==> config.mk <==
export PLATFORM = sky130hd
export DESIGN_NAME = median_ctrl_flat
export DESIGN_NICKNAME = d
export VERILOG_FILES = /design/src/rtl/median_ctrl_if.sv /design/src/rtl/median_ctrl.sv /design/src/flat_wrapper.sv
export SDC_FILE = /design/constraint.sdc
export NUM_CORES = 1
export LEC_CHECK = 0
export ABC_AREA = 0
export CORE_MARGIN = 1.5
export CORE_UTILIZATION = 46
export DETAILED_ROUTE_END_ITERATION = 10
export PLACE_DENSITY = 0.72
export SYNTH_ARGS = -nofsm -noshare
export SYNTH_HDL_FRONTEND = slang
export SYNTH_SLANG_ARGS = --single-unit
==> constraint.sdc <==
create_clock -name CLK -period 7.5 [get_ports CLK]
set_clock_uncertainty 0.2 [all_clocks]
set_input_delay 1.125 -clock CLK [delete_from_list [all_inputs] [get_ports CLK]]
set_output_delay 1.125 -clock CLK [all_outputs]
set_load 0.02 [all_outputs]
==> src/rtl/median_ctrl_if.sv <==
// Handshake bundle between the pixel source / pipeline and the median sequencing controller.
// master drives the sample strobe, slave (the controller) drives the schedule and status.
interface median_ctrl_if;
  logic DSI;
  logic BYP;
  logic DSO;
  logic BUSY;
  logic ERR;

  modport master (output DSI, input BYP, DSO, BUSY, ERR);
  modport slave  (input DSI, output BYP, DSO, BUSY, ERR);
endinterface

==> src/rtl/median_ctrl.sv <==
// Sequencer for the 9-sample median datapath: counts the DSI window, drives the BYP
// schedule of the iterative max-extraction sort and flags the median with DSO.
module median_ctrl #(
  parameter int width  = 8,
  parameter int number = 9
) (
  input  logic        CLK,
  input  logic        RST,
  median_ctrl_if.slave bus
);
  localparam int CW  = $clog2(number + 1);
  localparam int CW1 = CW + 1;
  localparam int P   = (number - 1) / 2;

  localparam logic [CW-1:0] ONE     = CW'(1);
  localparam logic [CW-1:0] N_FULL  = CW'(number);
  localparam logic [CW-1:0] C_LAST  = CW'(number - 1);
  localparam logic [CW-1:0] P_LAST  = CW'(P - 1);
  localparam logic [CW1-1:0] BYP_LIM = CW1'(number - 2);

  generate
    if (width < 1 || number < 3 || (number % 2) == 0) begin : g_bad_params
      $error("median_ctrl: width must be >= 1 and number odd and >= 3");
    end
  endgenerate

  // DRAIN holds off after an over-long strobe until DSI finally drops.
  typedef enum logic [2:0] {IDLE, LOAD, DRAIN, SORT, FINAL, DONE} state_t;

  state_t        state_reg, state_next;
  logic [CW-1:0] cyc_reg, cyc_next;
  logic [CW-1:0] pass_reg, pass_next;
  logic          dsi_prev_reg;
  logic          byp_reg, byp_next;
  logic          dso_reg, dso_next;
  logic          busy_reg, busy_next;
  logic          err_reg, err_next;
  logic          dsi_rise;

  assign dsi_rise = bus.DSI & ~dsi_prev_reg;

  always_comb begin
    state_next = state_reg;
    cyc_next   = cyc_reg;
    pass_next  = pass_reg;
    err_next   = 1'b0;
    case (state_reg)
      IDLE: begin
        if (bus.DSI) begin
          state_next = LOAD;
          cyc_next   = ONE;
        end
      end
      LOAD: begin
        if (bus.DSI) begin
          if (cyc_reg == N_FULL) begin
            err_next   = 1'b1;
            state_next = DRAIN;
            cyc_next   = '0;
          end else begin
            cyc_next = cyc_reg + ONE;
          end
        end else if (cyc_reg == N_FULL) begin
          state_next = SORT;
          pass_next  = '0;
          cyc_next   = '0;
        end else begin
          err_next   = 1'b1;
          state_next = IDLE;
          cyc_next   = '0;
        end
      end
      DRAIN: begin
        if (!bus.DSI) state_next = IDLE;
      end
      SORT: begin
        // Strobe activity here is a source fault only; the sort keeps running.
        err_next = dsi_rise;
        if (cyc_reg == C_LAST) begin
          cyc_next = '0;
          if (pass_reg == P_LAST) state_next = FINAL;
          else                    pass_next  = pass_reg + ONE;
        end else begin
          cyc_next = cyc_reg + ONE;
        end
      end
      FINAL: begin
        err_next = dsi_rise;
        if (cyc_reg == P_LAST) begin
          state_next = DONE;
          cyc_next   = '0;
        end else begin
          cyc_next = cyc_reg + ONE;
        end
      end
      DONE: begin
        pass_next = '0;
        if (bus.DSI) begin
          state_next = LOAD;
          cyc_next   = ONE;
        end else begin
          state_next = IDLE;
          cyc_next   = '0;
        end
      end
      default: begin
        state_next = IDLE;
        cyc_next   = '0;
        pass_next  = '0;
      end
    endcase
  end

  // Outputs are decoded from the next state so they appear registered with it.
  always_comb begin
    byp_next  = 1'b1;
    dso_next  = 1'b0;
    busy_next = 1'b0;
    case (state_next)
      LOAD:  busy_next = 1'b1;
      SORT: begin
        busy_next = 1'b1;
        byp_next  = (({1'b0, cyc_next} + {1'b0, pass_next}) > BYP_LIM);
      end
      FINAL: begin
        busy_next = 1'b1;
        byp_next  = 1'b0;
      end
      DONE: begin
        busy_next = 1'b1;
        dso_next  = 1'b1;
      end
      default: begin
        byp_next  = 1'b1;
        busy_next = 1'b0;
      end
    endcase
  end

  always_ff @(posedge CLK or posedge RST) begin
    if (RST) begin
      state_reg    <= IDLE;
      cyc_reg      <= '0;
      pass_reg     <= '0;
      dsi_prev_reg <= 1'b0;
      byp_reg      <= 1'b1;
      dso_reg      <= 1'b0;
      busy_reg     <= 1'b0;
      err_reg      <= 1'b0;
    end else begin
      state_reg    <= state_next;
      cyc_reg      <= cyc_next;
      pass_reg     <= pass_next;
      dsi_prev_reg <= bus.DSI;
      byp_reg      <= byp_next;
      dso_reg      <= dso_next;
      busy_reg     <= busy_next;
      err_reg      <= err_next;
    end
  end

  assign bus.BYP  = byp_reg;
  assign bus.DSO  = dso_reg;
  assign bus.BUSY = busy_reg;
  assign bus.ERR  = err_reg;
endmodule

==> src/flat_wrapper.sv <==
// flat-port wrapper written by rule: the top's interface ports become plain ports
module median_ctrl_flat 
#(
  parameter int width  = 8,
  parameter int number = 9
)
  (CLK, RST, bus_DSI, bus_BYP, bus_DSO, bus_BUSY, bus_ERR);
  median_ctrl_if bus_i ();
  input  logic CLK;
  input  logic RST;
  input wire logic [$bits(bus_i.DSI)-1:0] bus_DSI;
  output wire logic [$bits(bus_i.BYP)-1:0] bus_BYP;
  output wire logic [$bits(bus_i.DSO)-1:0] bus_DSO;
  output wire logic [$bits(bus_i.BUSY)-1:0] bus_BUSY;
  output wire logic [$bits(bus_i.ERR)-1:0] bus_ERR;
  assign bus_i.DSI = bus_DSI;
  assign bus_BYP = bus_i.BYP;
  assign bus_DSO = bus_i.DSO;
  assign bus_BUSY = bus_i.BUSY;
  assign bus_ERR = bus_i.ERR;
  median_ctrl #(.width(width), .number(number)) u_core (.CLK(CLK), .RST(RST), .bus(bus_i));
endmodule
==> out/results.txt <==
Kind of critical path: in2reg
Initial Utilization: 47.9%
Peak VDD IR: 98.1 uV
Via density: 6.14
Final GP Congestion: 0.830
Global route overflow: 0
Total GRT Usage: 19.9%
Routed Antenna Nets: 0
I/O Buffers: 6
Post-CTS sizing: 0
Worst Hold Slack: 0.392 ns
Crit path max-delay cell type: clkdlybuf4s50_1
Largest net degree at the start of global routing: 17
Setup TNS: 0 ns
Async set-or-reset flop fraction in the synthesized netlist: 100%
Worst-Margin Slew: 0.689 ns
Nets: 128
Total wire length: 2270 um
Final setup fails: 0
Initial antenna violation count: 0
Outcome: completed
Clock tree buffer depth: 2
Die H: 50.7 um
Number of synthesized flops with an enable pin: 0
Routed vias: 890
Share of Yosys cell area claimed by the top area cell type: 35.8%
Final min period: 3.67 ns
Synth area leaders: dfrtp_1, ha_1, nor2_1, nor3b_1, inv_1
Comb pwr share: 24.7%
Startpoint Class: primary input
I/O pins: 7
Drt drc: 0
CTS tree: done
Internal: 0.136 mW
Clk sinks: 16
Fraction of the yosys area taken by sequential cells: 38.3%
Filler cells: 208
Clk slew on worst S/H paths: 0.10 ns
Synthesis Warnings: 0
Core Area: 2190 um2
Placed insts: 141
P per Cell Area: 176 nW/um2
Ratio of cells with drive above 1 in the final layout: 7.69%
Leak: 0.476 nW
Synthesized area per cell: 9.53 um2
P_sw: 0.0657 mW
Clock Power Share: 23.8%
Root Buffer: clkbuf_4
N_diodes: 0
Vias in the first global route: 837
Die X: 50.7 um
Largest area contributor in the synthesized netlist: dfrtp_1
Num rows: 17
Power Total: 0.202 mW
Ys flop type: dfrtp_1
Peak per-stage delay on the critical path: 0.52 ns
Layout Cells excl Fill: 145
WP buf/inv: 1
Routed len/inst: 15.6 um
Synth-to-Final Area Change: 9.78%
Post-CTS Setup Bufs: 0
Maxcap violations: 0
Dpl hpwl: 1680 um
First-pass GRT wire length: 3780 um
Gate Count Post-Synth: 110
CP max FO: 7
Post-Syn Area: 1050 um2
Syn nets: 120
Critical path arrival: 3.68 ns
CP endpoint kind: flop
Top Family by Delay on Critical Path: compound AO/OA/AOI/OAI gates
Switching share of total power: 32.5%
Hold Path Class: reg2reg
RSZ-0062 raised after global routing: no
Sequential share of power: 51.5%
FMAX: 0.273 GHz
DIE AREA: 2570 um2
Flop and latch count out of synthesis: 16
Worst-Skew Late Latency: 0.29 ns
Distinct cells, synth: 43
WP data required: 7.51 ns
Slew HR: 53.9%
Final hold vios: 0
Detailed Routing Iterations Pass 1: 4
CTS H-tree lvls: 1
Cts bufs inserted: 3
Initial DRC count: 33
Cells along the critical path: clkdlybuf4s50_1 -> and2b_2 -> a32oi_2 -> a21boi_4 -> nor3_1 -> a211o_1 -> ha_1 -> nor4_1 -> o2111ai_1 -> a21oi_1 -> a22oi_1
Final period util: 48.9%
Slew Limit Fails: 0
Hold-fix buffers at CTS: 0
[final cells by class]
class | instances | area [um2] | area share (%)
Clock buffer | 4 | 26.3 | 2.28
Timing Repair Buffer | 6 | 60.1 | 5.22
Inverter | 8 | 30.0 | 2.61
Sequential cell | 16 | 402 | 34.9
Tap cell | 28 | 35.0 | 3.04
Multi-Input combinational cell | 83 | 598 | 52.0
[synth_stat cells (all sizes together), types with 2 or more instances]
| master | count |
|---|---|
| nor3b | 5 |
| nor3 | 4 |
| nand4bb | 2 |
| nor2 | 11 |
| ha | 7 |
| buf | 2 |
| and2b | 2 |
| nand3 | 4 |
| nand2b | 2 |
| o2111ai | 2 |
| dfrtp | 15 |
| and3b | 2 |
| a31oi | 4 |
| inv | 8 |
| nand2 | 4 |
| a32oi | 2 |
| a21oi | 4 |
| o21ai | 5 |
| nand3b | 3 |
[layout by cell type, fill, tap and decap left out, types with 2 or more instances in the layout]
master	netlist	routed
a21oi_1	4	4
a31oi_1	4	4
and2b_2	2	2
clkbuf_4	0	3
clkdlybuf4s50_1	0	6
dfrtp_1	15	15
ha_1	7	7
inv_1	8	8
nand2_1	4	4
nand2b_1	2	2
nand3_1	4	4
nand3b_1	3	3
nand4bb_1	2	2
nor2_1	11	11
nor3_1	4	4
nor3b_1	5	5
o2111ai_1	2	2
o21ai_0	5	5
[worst paths after layout]
kind | from | to | slack [ns] | cells past startpoint
max | bus_DSI | u_core.bus.BYP | 3.83 | 11
max reg2reg | u_core.cyc_reg[0] | u_core.bus.BYP | 4.44 | 11
min reg2reg | u_core.pass_reg[3] | u_core.pass_reg[3] | 0.39 | 1
max in group asynchronous | RST | u_core.bus.DSO | 5.70 | 2
min | u_core.pass_reg[3] | u_core.pass_reg[3] | 0.39 | 1
min in group asynchronous | RST | u_core.dsi_prev_reg | 0.99 | 2
[power by group through the flow]
| stage | clock (mW) | sequential [mW] | combinational [mW] |
|---|---|---|---|
| final | 0.0481 | 0.104 | 0.0500 |
| after CTS | 0.0498 | 0.104 | 0.0503 |
| after global placement | 0 | 0.105 | 0.0488 |
| after global routing | 0.0538 | 0.105 | 0.0567 |
| after detailed placement | 0 | 0.105 | 0.0497 |
| after floorplan | 0 | 0.103 | 0.0376 |
[metrics by stage]
step / util (%) / cell area, um2 / setup slack [ns]
finish: 52.5 / 1150 / 3.83
global route: 52.5 / 1150 / 3.68
CTS: 52.5 / 1150 / 3.84
detailed placement: 51.3 / 1120 / 3.55
global placement: 51.3 / 1120 / 3.59
floorplan: - / 1050 / 4.28
[cell families (layout without fill, tap and decap cells)]
kind of cell	count (synthesis)	count (layout)	share of synthesized area, %
XOR/XNOR	1	1	0.835
adder cells (fa/ha/maj)	7	7	8.35
buffers and inverters	11	18	4.65
AO/OA/AOI/OAI	29	29	21.1
multiplexers	1	1	0.955
AND/OR/NAND/NOR	45	45	25.8
flip-flops	16	16	38.3
[worst register-to-register path: cells and delay by family (launching register included)]
kind	cells	cell delay, ns
adder cells (fa/ha/maj)	2	0.49
AND/OR/NAND/NOR	3	0.73
flip-flops	1	0.47
AO/OA/AOI/OAI	6	1.08
[routing by layer]
layer / vias to the layer above / GRT usage, % / part of all wire, %
met2: 40 / 32.5 / 47
met4: 0 / 9.01 / 2.0
met3: 9 / 3.87 / 6.4
met5: - / 0 / 0
li1: 424 / - / -
met1: 417 / 25.3 / 45
(Power assumes the default switching activity.)
